$ cat src/rtl/memory_arbiter_if.sv
// +---------------------------------------------------------------------------+
// | Module   : memory_arbiter_if                                              |
// | Brief    : CPU / debug requester ports and memory data port bundle.       |
// | Revision : 1.0 - initial release                                          |
// +---------------------------------------------------------------------------+
`default_nettype none

interface memory_arbiter_if #(
  parameter int ADDR_WIDTH = 32,
  parameter int DATA_WIDTH = 32,
  parameter int CNT_WIDTH  = 16
);
  // CPU data-side requester
  logic                  i_cpu_req;
  logic                  i_cpu_we;
  logic [ADDR_WIDTH-1:0] i_cpu_addr;
  logic [DATA_WIDTH-1:0] i_cpu_wdata;
  logic                  o_cpu_gnt;
  logic                  o_cpu_rvalid;
  // Debug / program loader requester
  logic                  i_dbg_req;
  logic                  i_dbg_we;
  logic [ADDR_WIDTH-1:0] i_dbg_addr;
  logic [DATA_WIDTH-1:0] i_dbg_wdata;
  logic                  o_dbg_gnt;
  logic                  o_dbg_rvalid;
  // Shared read return and memory data port
  logic [DATA_WIDTH-1:0] o_rdata;
  logic                  o_m_valid;
  logic                  o_m_we;
  logic [ADDR_WIDTH-1:0] o_m_addr;
  logic [DATA_WIDTH-1:0] o_m_wdata;
  logic [DATA_WIDTH-1:0] i_m_rdata;
  logic [CNT_WIDTH-1:0]  o_busy_cnt;

  modport slave (
    input  i_cpu_req, i_cpu_we, i_cpu_addr, i_cpu_wdata,
    output o_cpu_gnt, o_cpu_rvalid,
    input  i_dbg_req, i_dbg_we, i_dbg_addr, i_dbg_wdata,
    output o_dbg_gnt, o_dbg_rvalid,
    output o_rdata, o_m_valid, o_m_we, o_m_addr, o_m_wdata,
    input  i_m_rdata,
    output o_busy_cnt
  );

  modport master (
    output i_cpu_req, i_cpu_we, i_cpu_addr, i_cpu_wdata,
    input  o_cpu_gnt, o_cpu_rvalid,
    output i_dbg_req, i_dbg_we, i_dbg_addr, i_dbg_wdata,
    input  o_dbg_gnt, o_dbg_rvalid,
    input  o_rdata, o_m_valid, o_m_we, o_m_addr, o_m_wdata,
    output i_m_rdata,
    input  o_busy_cnt
  );
endinterface

`default_nettype wire

$ cat src/rtl/memory_arbiter.sv
// +---------------------------------------------------------------------------+
// | Module   : memory_arbiter                                                 |
// | Brief    : Round-robin arbiter sharing the memory data port between the   |
// |            CPU (port 0) and debug loader (port 1). Optional debug lock    |
// |            enabled by defining HEX_ARB_DBG_LOCK_EN.                       |
// | Revision : 1.0 - initial release                                          |
// +---------------------------------------------------------------------------+
`default_nettype none

module memory_arbiter #(
  parameter int PRIO_RESET = 0,
  parameter int CNT_WIDTH  = 16,
  parameter int ADDR_WIDTH = 32,
  parameter int DATA_WIDTH = 32
) (
  input  wire logic i_clk,
  input  wire logic i_rst_n,
`ifdef HEX_ARB_DBG_LOCK_EN
  input  wire logic i_dbg_lock,
`endif
  memory_arbiter_if.slave bus
);

  localparam logic [1:0] c_idle      = 2'd0;
  localparam logic [1:0] c_issue_cpu = 2'd1;
  localparam logic [1:0] c_issue_dbg = 2'd2;

  // Pointer holds the last winner; resetting it to the opposite of
  // PRIO_RESET hands the first tie to PRIO_RESET.
  localparam logic c_last_rst = (PRIO_RESET == 0) ? 1'b1 : 1'b0;

  logic [1:0]            r_state;
  logic [1:0]            w_state_nxt;
  logic                  r_last;
  logic                  r_we;
  logic [ADDR_WIDTH-1:0] r_addr;
  logic [DATA_WIDTH-1:0] r_wdata;
  logic [DATA_WIDTH-1:0] r_rdata;
  logic                  r_cpu_rvalid;
  logic                  r_dbg_rvalid;
  logic [CNT_WIDTH-1:0]  r_busy_cnt;

  logic                  w_cpu_gnt;
  logic                  w_dbg_gnt;
  logic                  w_m_valid;
  logic                  w_cpu_lock;
  logic                  w_cpu_elig;
  logic                  w_dbg_elig;

`ifdef HEX_ARB_DBG_LOCK_EN
  assign w_cpu_lock = i_dbg_lock;
`else
  assign w_cpu_lock = 1'b0;
`endif

  // A requester still holding req during its own grant cycle is not re-accepted.
  assign w_cpu_elig = bus.i_cpu_req & ~w_cpu_gnt & ~w_cpu_lock;
  assign w_dbg_elig = bus.i_dbg_req & ~w_dbg_gnt;

  always_ff @(posedge i_clk or negedge i_rst_n) begin
    if (!i_rst_n) begin
      r_state <= c_idle;
    end else begin
      r_state <= w_state_nxt;
    end
  end

  always_comb begin
    w_state_nxt = c_idle;
    if (w_cpu_elig && w_dbg_elig) begin
      w_state_nxt = r_last ? c_issue_cpu : c_issue_dbg;
    end else if (w_cpu_elig) begin
      w_state_nxt = c_issue_cpu;
    end else if (w_dbg_elig) begin
      w_state_nxt = c_issue_dbg;
    end
  end

  always_comb begin
    w_cpu_gnt = 1'b0;
    w_dbg_gnt = 1'b0;
    w_m_valid = 1'b0;
    case (r_state)
      c_issue_cpu: begin
        w_cpu_gnt = 1'b1;
        w_m_valid = 1'b1;
      end
      c_issue_dbg: begin
        w_dbg_gnt = 1'b1;
        w_m_valid = 1'b1;
      end
      default: begin
        w_m_valid = 1'b0;
      end
    endcase
  end

  // Command register and round-robin pointer load only when someone wins,
  // so the memory port holds its last command while idle.
  always_ff @(posedge i_clk or negedge i_rst_n) begin
    if (!i_rst_n) begin
      r_last  <= c_last_rst;
      r_we    <= 1'b0;
      r_addr  <= '0;
      r_wdata <= '0;
    end else if (w_state_nxt == c_issue_cpu) begin
      r_last  <= 1'b0;
      r_we    <= bus.i_cpu_we;
      r_addr  <= bus.i_cpu_addr;
      r_wdata <= bus.i_cpu_wdata;
    end else if (w_state_nxt == c_issue_dbg) begin
      r_last  <= 1'b1;
      r_we    <= bus.i_dbg_we;
      r_addr  <= bus.i_dbg_addr;
      r_wdata <= bus.i_dbg_wdata;
    end
  end

  always_ff @(posedge i_clk or negedge i_rst_n) begin
    if (!i_rst_n) begin
      r_rdata      <= '0;
      r_cpu_rvalid <= 1'b0;
      r_dbg_rvalid <= 1'b0;
      r_busy_cnt   <= '0;
    end else begin
      if (w_m_valid && !r_we) begin
        r_rdata <= bus.i_m_rdata;
      end
      r_cpu_rvalid <= w_cpu_gnt & ~r_we;
      r_dbg_rvalid <= w_dbg_gnt & ~r_we;
      if (w_m_valid && (r_busy_cnt != {CNT_WIDTH{1'b1}})) begin
        r_busy_cnt <= r_busy_cnt + CNT_WIDTH'(1);
      end
    end
  end

  assign bus.o_cpu_gnt    = w_cpu_gnt;
  assign bus.o_dbg_gnt    = w_dbg_gnt;
  assign bus.o_cpu_rvalid = r_cpu_rvalid;
  assign bus.o_dbg_rvalid = r_dbg_rvalid;
  assign bus.o_rdata      = r_rdata;
  assign bus.o_m_valid    = w_m_valid;
  assign bus.o_m_we       = r_we;
  assign bus.o_m_addr     = r_addr;
  assign bus.o_m_wdata    = r_wdata;
  assign bus.o_busy_cnt   = r_busy_cnt;

endmodule

`default_nettype wire
$ cat src/flat_wrapper.sv
// flat-port wrapper written by rule: the top's interface ports become plain ports
module memory_arbiter_flat 
#(
  parameter int PRIO_RESET = 0,
  parameter int CNT_WIDTH  = 16,
  parameter int ADDR_WIDTH = 32,
  parameter int DATA_WIDTH = 32
)
  (i_clk, i_rst_n, bus_i_cpu_req, bus_i_cpu_we, bus_i_cpu_addr, bus_i_cpu_wdata, bus_o_cpu_gnt, bus_o_cpu_rvalid, bus_i_dbg_req, bus_i_dbg_we, bus_i_dbg_addr, bus_i_dbg_wdata, bus_o_dbg_gnt, bus_o_dbg_rvalid, bus_o_rdata, bus_o_m_valid, bus_o_m_we, bus_o_m_addr, bus_o_m_wdata, bus_i_m_rdata, bus_o_busy_cnt);
  memory_arbiter_if #(.ADDR_WIDTH(ADDR_WIDTH), .DATA_WIDTH(DATA_WIDTH), .CNT_WIDTH(CNT_WIDTH)) bus_i ();
  input  wire logic i_clk;
  input  wire logic i_rst_n;
  input wire logic [$bits(bus_i.i_cpu_req)-1:0] bus_i_cpu_req;
  input wire logic [$bits(bus_i.i_cpu_we)-1:0] bus_i_cpu_we;
  input wire logic [$bits(bus_i.i_cpu_addr)-1:0] bus_i_cpu_addr;
  input wire logic [$bits(bus_i.i_cpu_wdata)-1:0] bus_i_cpu_wdata;
  output wire logic [$bits(bus_i.o_cpu_gnt)-1:0] bus_o_cpu_gnt;
  output wire logic [$bits(bus_i.o_cpu_rvalid)-1:0] bus_o_cpu_rvalid;
  input wire logic [$bits(bus_i.i_dbg_req)-1:0] bus_i_dbg_req;
  input wire logic [$bits(bus_i.i_dbg_we)-1:0] bus_i_dbg_we;
  input wire logic [$bits(bus_i.i_dbg_addr)-1:0] bus_i_dbg_addr;
  input wire logic [$bits(bus_i.i_dbg_wdata)-1:0] bus_i_dbg_wdata;
  output wire logic [$bits(bus_i.o_dbg_gnt)-1:0] bus_o_dbg_gnt;
  output wire logic [$bits(bus_i.o_dbg_rvalid)-1:0] bus_o_dbg_rvalid;
  output wire logic [$bits(bus_i.o_rdata)-1:0] bus_o_rdata;
  output wire logic [$bits(bus_i.o_m_valid)-1:0] bus_o_m_valid;
  output wire logic [$bits(bus_i.o_m_we)-1:0] bus_o_m_we;
  output wire logic [$bits(bus_i.o_m_addr)-1:0] bus_o_m_addr;
  output wire logic [$bits(bus_i.o_m_wdata)-1:0] bus_o_m_wdata;
  input wire logic [$bits(bus_i.i_m_rdata)-1:0] bus_i_m_rdata;
  output wire logic [$bits(bus_i.o_busy_cnt)-1:0] bus_o_busy_cnt;
  assign bus_i.i_cpu_req = bus_i_cpu_req;
  assign bus_i.i_cpu_we = bus_i_cpu_we;
  assign bus_i.i_cpu_addr = bus_i_cpu_addr;
  assign bus_i.i_cpu_wdata = bus_i_cpu_wdata;
  assign bus_o_cpu_gnt = bus_i.o_cpu_gnt;
  assign bus_o_cpu_rvalid = bus_i.o_cpu_rvalid;
  assign bus_i.i_dbg_req = bus_i_dbg_req;
  assign bus_i.i_dbg_we = bus_i_dbg_we;
  assign bus_i.i_dbg_addr = bus_i_dbg_addr;
  assign bus_i.i_dbg_wdata = bus_i_dbg_wdata;
  assign bus_o_dbg_gnt = bus_i.o_dbg_gnt;
  assign bus_o_dbg_rvalid = bus_i.o_dbg_rvalid;
  assign bus_o_rdata = bus_i.o_rdata;
  assign bus_o_m_valid = bus_i.o_m_valid;
  assign bus_o_m_we = bus_i.o_m_we;
  assign bus_o_m_addr = bus_i.o_m_addr;
  assign bus_o_m_wdata = bus_i.o_m_wdata;
  assign bus_i.i_m_rdata = bus_i_m_rdata;
  assign bus_o_busy_cnt = bus_i.o_busy_cnt;
  memory_arbiter #(.PRIO_RESET(PRIO_RESET), .CNT_WIDTH(CNT_WIDTH), .ADDR_WIDTH(ADDR_WIDTH), .DATA_WIDTH(DATA_WIDTH)) u_core (.i_clk(i_clk), .i_rst_n(i_rst_n), .bus(bus_i));
endmodule
$ cat config.mk
export PLATFORM = sky130hd
export DESIGN_NAME = memory_arbiter_flat
export DESIGN_NICKNAME = d
export VERILOG_FILES = /design/src/rtl/memory_arbiter_if.sv /design/src/rtl/memory_arbiter.sv /design/src/flat_wrapper.sv
export SDC_FILE = /design/constraint.sdc
export NUM_CORES = 1
export LEC_CHECK = 0
export ABC_AREA = 1
export CAP_MARGIN = 20
export CORE_MARGIN = 1
export CORE_UTILIZATION = 30
export DETAILED_ROUTE_END_ITERATION = 8
export PLACE_DENSITY = 0.68
export SETUP_SLACK_MARGIN = 0.4
export SLEW_MARGIN = 20
export SYNTH_ARGS = -nofsm -noshare
export SYNTH_HDL_FRONTEND = slang
export SYNTH_SLANG_ARGS = --single-unit
$ cat constraint.sdc
create_clock -name i_clk -period 2.7 [get_ports i_clk]
set_clock_uncertainty 0.05 [all_clocks]
set_input_delay 0.405 -clock i_clk [delete_from_list [all_inputs] [get_ports i_clk]]
set_output_delay 0.405 -clock i_clk [all_outputs]
set_load 0.02 [all_outputs]
==> summary.txt <==
Yosys
  – Yosys reg bits: 118
  – Mapped cell area: around 5300 um^2
  – Post-synth top area share: between 50 and 60%
  – Synthesis Warnings: 0
  – Synth area leaders: dfrtp_1, a21oi_1, nand2_1, mux2_2, nor2_1
  – Cells after synthesis: about 580
  – Post-synth top area cell: dfrtp_1
  – Post-Syn Nets: between 700 and 800
  – Sequential area share after synthesis: between 50% and 60%
  – Distinct cells, synth: 27
  – Avg Cell Area, Syn: ~9 um^2

Hold path
  – Min-delay worst type: in -> async

Routing
  – DRT Wirelength: about 18 mm
  – First-pass detailed-route iteration total: 4
  – Initial drt markers: roughly 210
  – Vias: between 5k and 6k
  – Residual DRC: 0
  – Final ANT Viol Nets: 0
  – Drt via density: about 4.6
  – Wire per inst: about 16 um

Floorplanning
  – Chip width: 135.1 um
  – Die area: approximately 18000 um^2
  – Starting Density: a little over 30%
  – Num rows: between 40 and 50
  – Height of the die: ~140 um
  – Core area: 17300 um^2
  – Io pins: ~280

STA
  – Final period utilization: between 80 and 90%
  – Setup WS post-layout: 0.5197 ns
  – Max Freq: around 460 MHz
  – Slew Limit Headroom: about half
  – Final-report setup violation count: 0
  – Fin. max-slew vios: 0
  – Final hold vios: 12
  – RSZ-0062 raised after global routing: false
  – Worst hold slack: -0.02083 ns
  – Slew at the pin closest to its max-slew limit: 0.7370 ns
  – Crit path time final: 2.180 ns
  – Setup_tns: 0 ns

Clock tree
  – CTS buffer count: 17
  – TritonCTS clock tree: built
  – Root buf cell: clkbuf_16
  – Hold-fix buffers, CTS: 0
  – Clock buffer depth: 2
  – CTS sink count: 118
  – Clk slew on worst S/H paths: about 0.05 ns
  – Post-CTS setup buffer count: 0
  – Clock Latency Late Sink: about 0.41 ns
  – H-tree depth: 4

Setup path
  – R2r worst-path depth: 11
  – Crit path capture type: output pin
  – RR Startpoint: u_core.r_state[0]$_DFF_PN0_
  – Worst Path Max Fanout: 4
  – R2R setup slack: around 0.6 ns
  – Crit path from: u_core.r_state[0]$_DFF_PN0_
  – Slowest CP cell: ha_1
  – Crit path cell chain: inv_1, ha_1, inv_2, dlygate4sd2_1
  – Capture point of the critical path: bus_o_m_valid
  – Worst path max stage delay: approximately 0.40 ns
  – Critical path class: reg -> out
  – Critical path arrival: between 1.5 and 2 ns
  – Type of origin of the critical path: register
  – Reg-to-Reg End: u_core.bus.o_m_addr[14]$_DFFE_PN0P_
  – WP data required: ~2.3 ns

Global routing
  – Met3 usage: between 7 and 8%
  – Initial antenna violation count: 0
  – Met1 Use GR: 22.77%
  – GRT Total Usage: between 10% and 20%
  – Largest net degree at the start of global routing: between 100 and 150
  – Congestion Overflow GR: 0
  – Met2 Use GR: a little over 30%
  – GRT busiest layer: met2
  – Vias in the first global route: slightly above 5k
  – First-pass GRT wire length: roughly 27 mm

Power and ir drop
  – Seq pwr share: about 29%
  – Static Leakage: 3.881 nW
  – Switching power share of the total: roughly two fifths
  – Int Power: approximately 6.5 mW
  – Clk pwr share: 21.8%
  – Pwr Density: between 1000 and 1500 nW/um^2
  – VDD IR max: between 0.5 and 0.6 mV
  – Logic pwr share: about half
  – Sw Pwr: 4.060 mW

Placed design
  – Hpwl dp: 11.43 mm
  – GP Congestion: approximately 0.76
  – Placed Area: around 8400 um^2
  – Post-place setup slack: around 0.43 ns
  – Count of input and output buffers: between 200 and 300

Final layout
  – Layout cells sized above 1: a little under an eighth
  – Final cell utilization of the core: a little over half
  – Nets: ~1.0k
  – Most common cell after layout, fill and taps aside: clkdlybuf4s50_1
  – Final instance area: between 9000 and 10000 um^2
  – # diodes: 0
  – Commonest non-fill, non-tap cells in the layout: clkdlybuf4s50_1, a21oi_1, nand2_1, dfrtp_1, nor2_1
  – Area delta synth->final: 71.22%

Run
  – Max-cap check violation count: 0

Outcome
  – Status: complete, but fails checks
  – Failing checks: negative hold slack
[synth_stat cells]
cell type	number
a21oi_1	131
a21oi_2	1
buf_1	2
buf_2	13
buf_4	3
clkbuf_1	14
dfrtp_1	117
dfstp_2	1
ha_1	5
inv_1	20
inv_2	2
mux2_1	2
mux2_2	30
nand2_1	127
nand2_2	5
nand2_4	1
nand2_8	1
nand3_1	5
nand3b_1	2
nand4_1	5
nor2_1	79
nor2_2	3
nor2_4	3
o21ai_0	4
o21ai_2	1
xnor2_1	5
xor2_1	1
[what timing repair did]
item                                    in CTS  in global routing
gates resized for setup                      2                  3
endpoints found under the setup margin       1                  9
gates cloned                                 0                  3
[registers in the layout, summed over array words and instances (netlist names)]
name,flops
u_core.bus.o_busy_cnt,16
u_core.bus.o_cpu_rvalid,1
u_core.bus.o_dbg_rvalid,1
u_core.bus.o_m_addr,32
u_core.bus.o_m_wdata,32
u_core.bus.o_m_we,1
u_core.bus.o_rdata,32
u_core.r_last,1
u_core.r_state,2
[kinds of logic (layout without fill, tap and decap cells)]
group / count (synthesis) / count (layout) / share of synthesized area [%]
simple gates: 231 / 231 / 18.06
fa+ha+maj: 5 / 5 / 1.178
flops: 118 / 118 / 55.61
mux: 32 / 32 / 6.783
buf+inv: 54 / 350 / 4.333
xor+xnor: 6 / 6 / 0.9892
compound gates: 137 / 137 / 13.05
[power groups by stage]
stage                     logic [mW]  clock network (mW)  registers (mW)
after global placement          5.06                   0            3.03
after detailed placement        5.09                   0            3.06
after CTS                       5.11                2.35            3.04
final                           5.21                2.29            3.04
after global routing            5.63                2.43            3.14
after floorplan                 1.70                   0            4.00
[worst max-delay path: cells and delay by family (launching register included)]
family | cells | cell delay [ns]
fa+ha+maj | 1 | 0.40
buf+inv | 3 | 0.58
flops | 1 | 0.35
[worst min path at each step]
stage | start | to | cells past startpoint
global placement | u_core.bus.o_rdata[31]$_DFFE_PN0P_ | u_core.bus.o_rdata[31]$_DFFE_PN0P_ | 1
global route | i_rst_n | u_core.bus.o_busy_cnt[13]$_DFFE_PN0P_ | 2
finish | i_rst_n | u_core.bus.o_busy_cnt[13]$_DFFE_PN0P_ | 2
floorplan | i_rst_n | u_core.bus.o_busy_cnt[0]$_DFFE_PN0P_ | 0
CTS | i_rst_n | u_core.bus.o_busy_cnt[13]$_DFFE_PN0P_ | 2
detailed placement | u_core.bus.o_rdata[31]$_DFFE_PN0P_ | u_core.bus.o_rdata[31]$_DFFE_PN0P_ | 1
[per-layer routing]
metal  share of wire (%)  vias up
li1                    -     2488
met1                  43     2370
met2                  47      201
met3                 9.0       15
met4                 1.1        0
met5                   0        -
[layout make-up]
class                   count  area, um^2
repair buffers            296        3033
clock inverters            13       146.4
multi-input cells         411        2143
fillers                  1609        8200
clock buffers              19       452.9
well taps                 225       281.5
flip-flops and latches    118        2954
inverters                  22       85.08
[metrics by stage]
stage	total power [mW]	std cells
6_report	10.53	1104
5_1_grt	11.20	1104
4_1_cts	10.50	1101
3_5_place_dp	8.151	1069
3_3_place_gp	8.087	1069
2_1_floorplan	5.700	583
No activity file was read; power rests on OpenSTA's default activity.
